$ cat src/rtl/mult_share_arb.sv
// Round-robin arbiter that time-shares one external signed multiplier among NREQ requesters.
// A tag pipeline matched to the multiplier latency routes each product back to its issuer.
module mult_share_arb #(
    parameter int NREQ = 4,
    parameter int AW   = 16,
    parameter int BW   = 16,
    parameter int MW   = AW + BW,
    parameter int LAT  = 3
) (
    input  logic               clk,
    input  logic               rst,
    input  logic               en,
    input  logic [NREQ-1:0]    req_valid,
    output logic [NREQ-1:0]    req_ready,
    input  logic [NREQ-1:0]    req_subadd,
    input  logic [NREQ*AW-1:0] req_a,
    input  logic [NREQ*BW-1:0] req_b,
    output logic               m_subadd,
    output logic [AW-1:0]      m_ain,
    output logic [BW-1:0]      m_bin,
    input  logic [MW-1:0]      m_pout,
    output logic [NREQ-1:0]    rsp_valid,
    output logic [MW-1:0]      rsp_data,
    output logic               busy
);
    localparam int IW = (NREQ > 1) ? $clog2(NREQ) : 1;
    localparam logic [IW:0] NREQ_W = (IW+1)'(NREQ);

    logic [IW-1:0]   ptr;
    logic [IW-1:0]   ptr_nx;
    logic [IW-1:0]   gid;
    logic [IW-1:0]   idx;
    logic [IW:0]     sum;
    logic            found;
    logic            hs;
    logic [NREQ-1:0] grant;
    logic            sel_s;
    logic [AW-1:0]   sel_a;
    logic [BW-1:0]   sel_b;
    logic [LAT:0]    tag_v;
    logic [IW-1:0]   tag_id [LAT+1];

    // First valid requester at or after the pointer, with wrap-around.
    always_comb begin
        grant = '0;
        gid   = '0;
        idx   = '0;
        sum   = '0;
        found = 1'b0;
        if (en && !rst) begin
            for (int unsigned k = 0; k < NREQ; k++) begin
                sum = {1'b0, ptr} + (IW+1)'(k);
                idx = (sum >= NREQ_W) ? IW'(sum - NREQ_W) : IW'(sum);
                if (!found && req_valid[idx]) begin
                    found = 1'b1;
                    gid   = idx;
                end
            end
            if (found) begin
                grant[gid] = 1'b1;
            end
        end
    end

    // Operand select; all-zero when nothing is granted.
    always_comb begin
        sel_s = 1'b0;
        sel_a = '0;
        sel_b = '0;
        for (int unsigned i = 0; i < NREQ; i++) begin
            if (grant[i]) begin
                sel_s = req_subadd[i];
                sel_a = req_a[i*AW +: AW];
                sel_b = req_b[i*BW +: BW];
            end
        end
    end

    assign hs        = found;
    assign ptr_nx    = (gid == IW'(NREQ - 1)) ? '0 : gid + 1'b1;
    assign req_ready = grant;
    assign busy      = (|tag_v) | (|rsp_valid);

    always_ff @(posedge clk or posedge rst) begin
        if (rst) begin
            ptr       <= '0;
            m_subadd  <= 1'b0;
            m_ain     <= '0;
            m_bin     <= '0;
            tag_v     <= '0;
            for (int unsigned s = 0; s <= LAT; s++) begin
                tag_id[s] <= '0;
            end
            rsp_valid <= '0;
            rsp_data  <= '0;
        end else begin
            m_subadd <= sel_s;
            m_ain    <= sel_a;
            m_bin    <= sel_b;
            if (hs) begin
                ptr <= ptr_nx;
            end
            // Tag at index LAT lines up with m_pout for the op issued LAT+1 edges ago.
            tag_v     <= {tag_v[LAT-1:0], hs};
            tag_id[0] <= gid;
            for (int unsigned s = 1; s <= LAT; s++) begin
                tag_id[s] <= tag_id[s-1];
            end
            if (tag_v[LAT]) begin
                rsp_valid <= NREQ'(1) << tag_id[LAT];
                rsp_data  <= m_pout;
            end else begin
                rsp_valid <= '0;
            end
        end
    end
endmodule

$ cat config.mk
export PLATFORM = sky130hd
export DESIGN_NAME = mult_share_arb
export DESIGN_NICKNAME = d
export VERILOG_FILES = /design/src/rtl/mult_share_arb.sv
export SDC_FILE = /design/constraint.sdc
export NUM_CORES = 1
export LEC_CHECK = 0
export ABC_CLOCK_PERIOD_IN_PS = 9980
export CORE_MARGIN = 1.5
export CORE_UTILIZATION = 40
export CTS_BUF_LIST = sky130_fd_sc_hd__clkbuf_8
export DETAILED_ROUTE_END_ITERATION = 10
export GPL_TIMING_DRIVEN = 0
export PLACE_DENSITY = 0.89
export SLEW_MARGIN = 10
export SYNTH_ARGS = -nofsm -noshare
export SYNTH_HDL_FRONTEND = slang
export SYNTH_SLANG_ARGS = --single-unit
$ cat constraint.sdc
create_clock -name clk -period 9.98 [get_ports clk]
set_clock_uncertainty 0.15 [all_clocks]
set_input_delay 0.998 -clock clk [delete_from_list [all_inputs] [get_ports clk]]
set_output_delay 0.998 -clock clk [all_outputs]
set_load 0.02 [all_outputs]
== Yosys cells after proc, flatten, opt, wreduce, memory -nomap -nowiden ==
Cells that the tools add are included.
Operators by class
  add/sub/neg operators: 8
  order comparisons: 10
  equal/unequal tests: 1
  shift-type cells: 1
  muxes and demuxes: 45
  bitwise gates (word level): 1
  reductions and logical operators: 11
Operators by type and width (number)
  $mux 16: 8
  $mux 2: 11
  $mux 1: 18
  $lt 2x3->1 const B: 5
  $mux 4: 3
  $ge 3x3->1 const B: 3
  $bmux 1 s2: 4
  $reduce_or 4->1: 2
  $sub 2x1->2 const B: 4
  $add 2x2->3 const B: 2
  $logic_and 1x1->1: 5
  $logic_not 1->1: 4
  $shl 1x2->4 const A: 1
  $add 2x1->3 const B: 1
  $ge 2x3->1 const B: 1
  $add 2x1->2 const B: 1
  $demux 1 s2: 1
  $eq 2x2->1 const B: 1
  $ge 2x1->1 const B: 1
  $or 1x1->1: 1
Word-level totals
  bits in registers: 83
  input port bits: 171
  word-level logic and storage cells: 88

== Logic depth before layout (Yosys ltp) ==
Gate-level depths: netlist of run 1.
  depth after elaboration: 28
  gate-level depth with buffers: 7

== Worst setup path before layout of run 1 ==
No wires, ideal clock.
  kind: input port to output port
  from: in rst
  to: out req_ready[2]
  data arrival time: 3840 ps
  data required time: 8832 ps
  slack: 4992 ps
  cell stages on the path: 6
  path buffers: 2
  cell sequence: inv_1 -> and3_1 -> buf_6 -> nand3_4 -> buf_6 -> nor2_1
Between the ends
  word-level cells in the longest chain between the ends: 3
RTL lines
  start: declaration: line 11  | input logic rst,
  $logic_not 1->1 (no source line)
  $logic_and 1x1->1: line 50  | if (en && !rst) begin
  $mux 4: line 50
  end: declaration: line 14  | output logic [NREQ-1:0] req_ready,
Every way passes these cells.

== Final worst setup path of run 1 ==
Ends and elaborated chain as after synthesis.

==> flow_metrics.env, run 1 <==
export IMPL_vdd_ir_drop_max_v=0.0000713
export IMPL_clockBufferDepth=2
export IMPL_timing_fmax_mhz=212
export IMPL_power_density_nw_per_um2=159
export IMPL_grt_pass1_vias=3469
export IMPL_cp_end_kind="output pin"
export IMPL_cp_required_ns=8.83
export IMPL_drt_pre_antenna_iters=7
export IMPL_status="finished with violations"
export IMPL_violations="DRC"
export IMPL_path_max_fanout=47
export IMPL_nFillCells=628
export IMPL_synth_ff_type="dfrtp_1"
export IMPL_dieArea_um2=9750
export IMPL_port_buffer_count=244
export IMPL_grt_pass1_wl_mm=16.9
export IMPL_start_util=0.416
export IMPL_leakagePower_nw=2.87
export IMPL_critical_path_slowest_cell="clkdlybuf4s50_1"
export IMPL_drt_total_wl_mm=10.9
export IMPL_layout_commonest_cell="clkdlybuf4s50_1"
export IMPL_grt_max_degree=48
export IMPL_finalPower_mw=1.03
export IMPL_synth_seq_cells=83
export IMPL_synth_cells=270
export IMPL_final_cell_mix="clkdlybuf4s50_1 (244), dfrtp_1 (83), mux2i_1 (67)"
export IMPL_postCtsSetupBuffers=0
export IMPL_cts_tree="done"
export IMPL_synth_xor_area_frac=0
export IMPL_vias=3196
export IMPL_ys_types=25
export IMPL_ys_warn_count=0
export IMPL_critical_path_arrival_ns=3.57
export IMPL_area_growth_pct=76.4
export IMPL_drt_first_iter_violations=104
export IMPL_rows=34
export IMPL_antenna_found_initial=1
export IMPL_setup_violations=0
export IMPL_holdBufCountCts=0
export IMPL_antenna_left=0
export IMPL_hp_start="tag_id[2]"
export IMPL_synth_nets=441
export IMPL_viasPerCell=5.00
export IMPL_post_cts_resized=0
export IMPL_design_area_um2=6470
export IMPL_synth_top_family_by_area="multiplexers"
export IMPL_path_clk_slew_ns=0.09
export IMPL_num_antenna_cells=0
export IMPL_die_y_um=98.8
export IMPL_fin_crit_sh=0.473
export IMPL_stdcell_count=639
export IMPL_synth_mux_area_frac=0.281
export IMPL_slowest_delay_ns=0.61
export IMPL_cap_violations=0
export IMPL_holdPathStages=0
export IMPL_fin_hold_ws_ns=0.201
export IMPL_clock_sinks=83
export IMPL_synth_edf_count=0
export IMPL_synth_compound_area_frac=0.0662
export IMPL_slew_violations=0
export IMPL_cts_made_buffers=9
export IMPL_clk_latency_ns=0.33
export IMPL_setup_slack_ns=5.26
export IMPL_cts_root_buf="clkbuf_8"
export IMPL_whs_endpoint="tag_id[0]"
export IMPL_min_period_ns=4.72
export IMPL_hpwl_mm=8.82
export IMPL_r2r_start="ptr[1]"
export IMPL_r2r_end="m_ain[15]"
export IMPL_reg2reg_setup_slack_ns=7.85
export IMPL_worst_pin_slew_ns=0.495
export IMPL_async_reset_ff_frac=1.00
export IMPL_postLayoutCoreUtil=0.735
export IMPL_path_cells="clkdlybuf4s50_1 > inv_4 > buf_12 > and3_1 > buf_6 > nand3_4 > buf_6 > nor2_1 > clkdlybuf4s50_1"
export IMPL_fin_setup_tns_ns=0
export IMPL_gp_congestion=0.792
export IMPL_core_um2=8810
export IMPL_post_place_ws_ns=5.20
export IMPL_drc=17
export IMPL_max_slew_margin_rel=0.670
export IMPL_synthesis_area_um2=3670
export IMPL_die_width_um=98.8
export IMPL_track_usage=0.225
export IMPL_synth_area_per_cell_um2=13.6
export IMPL_wl_per_cell_um=17.0
export IMPL_io_pins=245
export IMPL_placed_cells=623
export IMPL_final_hold_violation_count=0
export IMPL_overflow=0
export IMPL_hp_class="reg -> reg"
export IMPL_final_layout_size_suffix_gt1_frac=0.128
export IMPL_setup_worst_path_start_class="input pin"
export IMPL_htree_levels=3
export IMPL_synth_simple_gate_area_frac=0.0403
export IMPL_nets=697
export IMPL_synth_seq_area_share=0.566
export IMPL_synthAdderAreaFrac=0
export IMPL_r2r_cells=6
export IMPL_rsz0062_at_grt="no"
export IMPL_critical_path_class="in -> out"
export IMPL_place_area_um2=6270
layout make-up:
type | instances | area (um2) | area share
well taps | 108 | 135 | 0.0209
inverters | 7 | 28.8 | 0.00445
clock inverters | 6 | 65.1 | 0.0101
multi-input cells | 161 | 1420 | 0.220
plain buffers | 19 | 143 | 0.0220
flip-flops and latches | 83 | 2080 | 0.321
clock buffers | 10 | 138 | 0.0213
repair buffers | 245 | 2460 | 0.381
Yosys cell counts, types with 2 or more instances:
cell	number	area, um2
inv_1	7	26.3
nor2_1	6	22.5
and3_1	2	12.5
buf_4	10	75.1
nor2b_1	2	12.5
nand2_1	3	11.3
clkbuf_1	2	7.51
o221ai_1	2	17.5
nor4_1	2	12.5
buf_2	3	15.0
mux2_2	32	360
mux2i_1	67	671
buf_6	4	45.0
dfrtp_1	83	2080
o21ai_0	2	10.0
and2_1	2	12.5
o22ai_1	33	206
cells by family (layout without fill, tap and decap cells):
kind of cell | Yosys count | after routing
and+or+nand+nor | 24 | 24
AOI/OAI and AO/OA | 38 | 38
DFF | 83 | 83
muxes | 99 | 99
buffers and inverters | 26 | 287
metal layers:
layer | GRT usage | vias to the layer above | part of all wire
li1 | - | 1498 | -
met1 | 0.245 | 1511 | 0.36
met2 | 0.416 | 167 | 0.53
met3 | 0.0638 | 18 | 0.088
met4 | 0.0791 | 2 | 0.018
met5 | 0 | - | 0.0011
worst max path at each step:
stage	depth (start not counted)	startpoint	slack (ns)	endpoint
finish	9	rst	5.26	req_ready[2]
global route	9	rst	5.05	req_ready[2]
CTS	9	rst	5.20	req_ready[2]
global placement	8	rst	3.47	req_ready[2]
floorplan	6	rst	4.99	req_ready[2]
detailed placement	9	rst	5.20	req_ready[2]
state kept, by name (all words and copies together) (netlist names):
signal,flops
m_bin,16
tag_v,4
rsp_data,32
rsp_valid,4
m_ain,16
m_subadd,1
tag_id,8
ptr,2
where the power goes:
group / switching (mW) / total [mW] / internal [mW]
Sequential: 0.0194 / 0.399 / 0.379
Combinational: 0.171 / 0.383 / 0.212
Clock: 0.122 / 0.245 / 0.123
critical path, delay by kind of cell:
family | cells | cell delay (ns)
and+or+nand+nor | 3 | 0.44
buffers and inverters | 6 | 2.10
(Power assumes the default switching activity.)
==> run 2, diff against run 1 <==
ABC_CLOCK_PERIOD_IN_PS = 4030   (was 9980)
CORE_UTILIZATION = 33   (was 40)
PLACE_DENSITY = 0.78   (was 0.89)
clock period = 4.03 ns   (was 9.98 ns; I/O delays follow)
==> run 2 against run 1 <==
  * The flow now finishes without violations
  * Non-clock buffer count did not move
  * Via count rose by 0.59%
  * Largest power group unchanged
  * Clock-buffer cell count did not move
  * Critical endpoint unchanged
==> flow_metrics.env, run 2 (same netlist as run 1, synthesis figures left out) <==
export IMPL_grt_max_degree=50
export IMPL_nets=697
export IMPL_fin_crit_sh=0.873
export IMPL_top_regs="rsp_data: 32 flops, m_ain: 16 flops, m_bin: 16 flops"
export IMPL_setup_worst_path_start_class="input pin"
export IMPL_critical_path_class="in -> out"
export IMPL_postLayoutCoreUtil=0.600
export IMPL_postCtsSetupBuffers=0
export IMPL_htree_levels=3
export IMPL_nFillCells=902
export IMPL_final_cell_mix="clkdlybuf4s50_1 (244), dfrtp_1 (83), mux2i_1 (67)"
export IMPL_cts_made_buffers=9
export IMPL_cp_required_ns=3.48
export IMPL_clockBufferDepth=2
export IMPL_setup_violations=0
export IMPL_top_register="rsp_data"
export IMPL_antenna_found_initial=0
export IMPL_rows=38
export IMPL_slowest_delay_ns=0.62
export IMPL_leakagePower_nw=2.87
export IMPL_crit_buf_inv=6
export IMPL_timing_fmax_mhz=284
export IMPL_final_layout_size_suffix_gt1_frac=0.130
export IMPL_clk_latency_ns=0.35
export IMPL_dieArea_um2=11800
export IMPL_setup_slack_ns=0.511
export IMPL_die_y_um=108
export IMPL_drc=0
export IMPL_r2r_cells=6
export IMPL_hp_class="reg -> reg"
export IMPL_finalPower_mw=2.51
export IMPL_layout_commonest_cell="clkdlybuf4s50_1"
export IMPL_cap_violations=0
export IMPL_post_cts_resized=0
export IMPL_worst_pin_slew_ns=0.468
export IMPL_worstSetupStartpoint="rst"
export IMPL_die_width_um=108
export IMPL_min_period_ns=3.52
export IMPL_viasPerCell=4.79
export IMPL_cp_end_kind="output pin"
export IMPL_clock_sinks=83
export IMPL_rsz0062_at_grt="no"
export IMPL_multi_input_area_um2=1420
export IMPL_area_growth_pct=77.2
export IMPL_ff_latch_area_um2=2080
export IMPL_path_max_fanout=49
export IMPL_final_hold_violation_count=0
export IMPL_io_pins=245
export IMPL_antenna_left=0
export IMPL_largest_reg_flops=32
export IMPL_cts_root_buf="clkbuf_8"
export IMPL_cts_tree="done"
export IMPL_post_place_ws_ns=0.442
export IMPL_grt_pass1_wl_mm=16.3
export IMPL_placed_cells=655
export IMPL_holdPathStages=0
export IMPL_endpoint="req_ready[2]"
export IMPL_path_clk_slew_ns=0.09
export IMPL_critical_path_slowest_cell="clkdlybuf4s50_1"
export IMPL_reg2reg_setup_slack_ns=1.75
export IMPL_cp_num_cells=9
export IMPL_hpwl_mm=8.77
export IMPL_track_usage=0.184
export IMPL_r2r_start="ptr[1]"
export IMPL_wl_per_cell_um=16.3
export IMPL_port_buffer_count=244
export IMPL_num_antenna_cells=0
export IMPL_start_util=0.338
export IMPL_slew_violations=0
export IMPL_stdcell_count=671
export IMPL_vdd_ir_drop_max_v=0.000175
export IMPL_grt_pass1_vias=3272
export IMPL_core_um2=10800
export IMPL_max_slew_margin_rel=0.688
export IMPL_holdBufCountCts=0
export IMPL_r2r_end="m_bin[1]"
export IMPL_power_density_nw_per_um2=386
export IMPL_gp_congestion=0.758
export IMPL_critPathTopFamily="buffers and inverters"
export IMPL_critical_path_arrival_ns=2.97
export IMPL_vias=3215
export IMPL_drt_first_iter_violations=90
export IMPL_status="finished, final reports clean"
export IMPL_drt_pre_antenna_iters=4
export IMPL_path_cells="clkdlybuf4s50_1 > inv_4 > buf_16 > and3_1 > buf_6 > nand3_4 > buf_6 > nor2_1 > clkdlybuf4s50_1"
export IMPL_overflow=0
export IMPL_drt_total_wl_mm=11.0
run 2: report_power, final:
| group | switching [mW] | total (mW) | internal [mW] |
|---|---|---|---|
| Combinational | 0.428 | 0.953 | 0.525 |
| Clock | 0.320 | 0.567 | 0.247 |
| Sequential | 0.0465 | 0.986 | 0.939 |
| Total | 0.794 | 2.51 | 1.71 |
run 2: metal layers:
metal	track usage	up-vias	wire length [um]	share of wire
li1	-	1499	-	-
met1	0.201	1526	4030	0.37
met2	0.326	170	5530	0.50
met3	0.0633	20	1170	0.11
met4	0.0695	0	216	0.020
met5	0	-	0	0
run 2: worst min-delay path by stage:
stage,start,to,slack (ns)
2_1_floorplan,tag_id[2],tag_id[0],0.18
3_3_place_gp,tag_id[4],tag_id[2],0.18
3_5_place_dp,tag_id[5],tag_id[3],0.19
4_1_cts,tag_id[5],tag_id[3],0.21
5_1_grt,tag_id[6],tag_id[4],0.22
6_report,tag_id[5],tag_id[3],0.20
run 2: area by class of cell:
type,count,area share
repair buffers,245,0.380
flip-flops and latches,83,0.320
multi-input cells,161,0.219
well taps,140,0.0269
plain buffers,19,0.0219
clock buffers,10,0.0212
clock inverters,6,0.00731
inverters,7,0.00443
run 2: per-stage QoR:
step / cell area, um2 / setup TNS [ns] / hold slack [ns]
global route: 6500 / 0 / 0.222
CTS: 6500 / 0 / 0.206
finish: 6500 / 0 / 0.203
detailed placement: 6310 / 0 / 0.187
global placement: 6280 / -19.41 / 0.182
floorplan: 3670 / 0 / 0.181
==> run 3, diff against run 2 <==
CTS_CLUSTER_DIAMETER = 30   (was default)
==> results of run 3 <==
No change in the layout: final DEF, timing and power equal those of run 2.
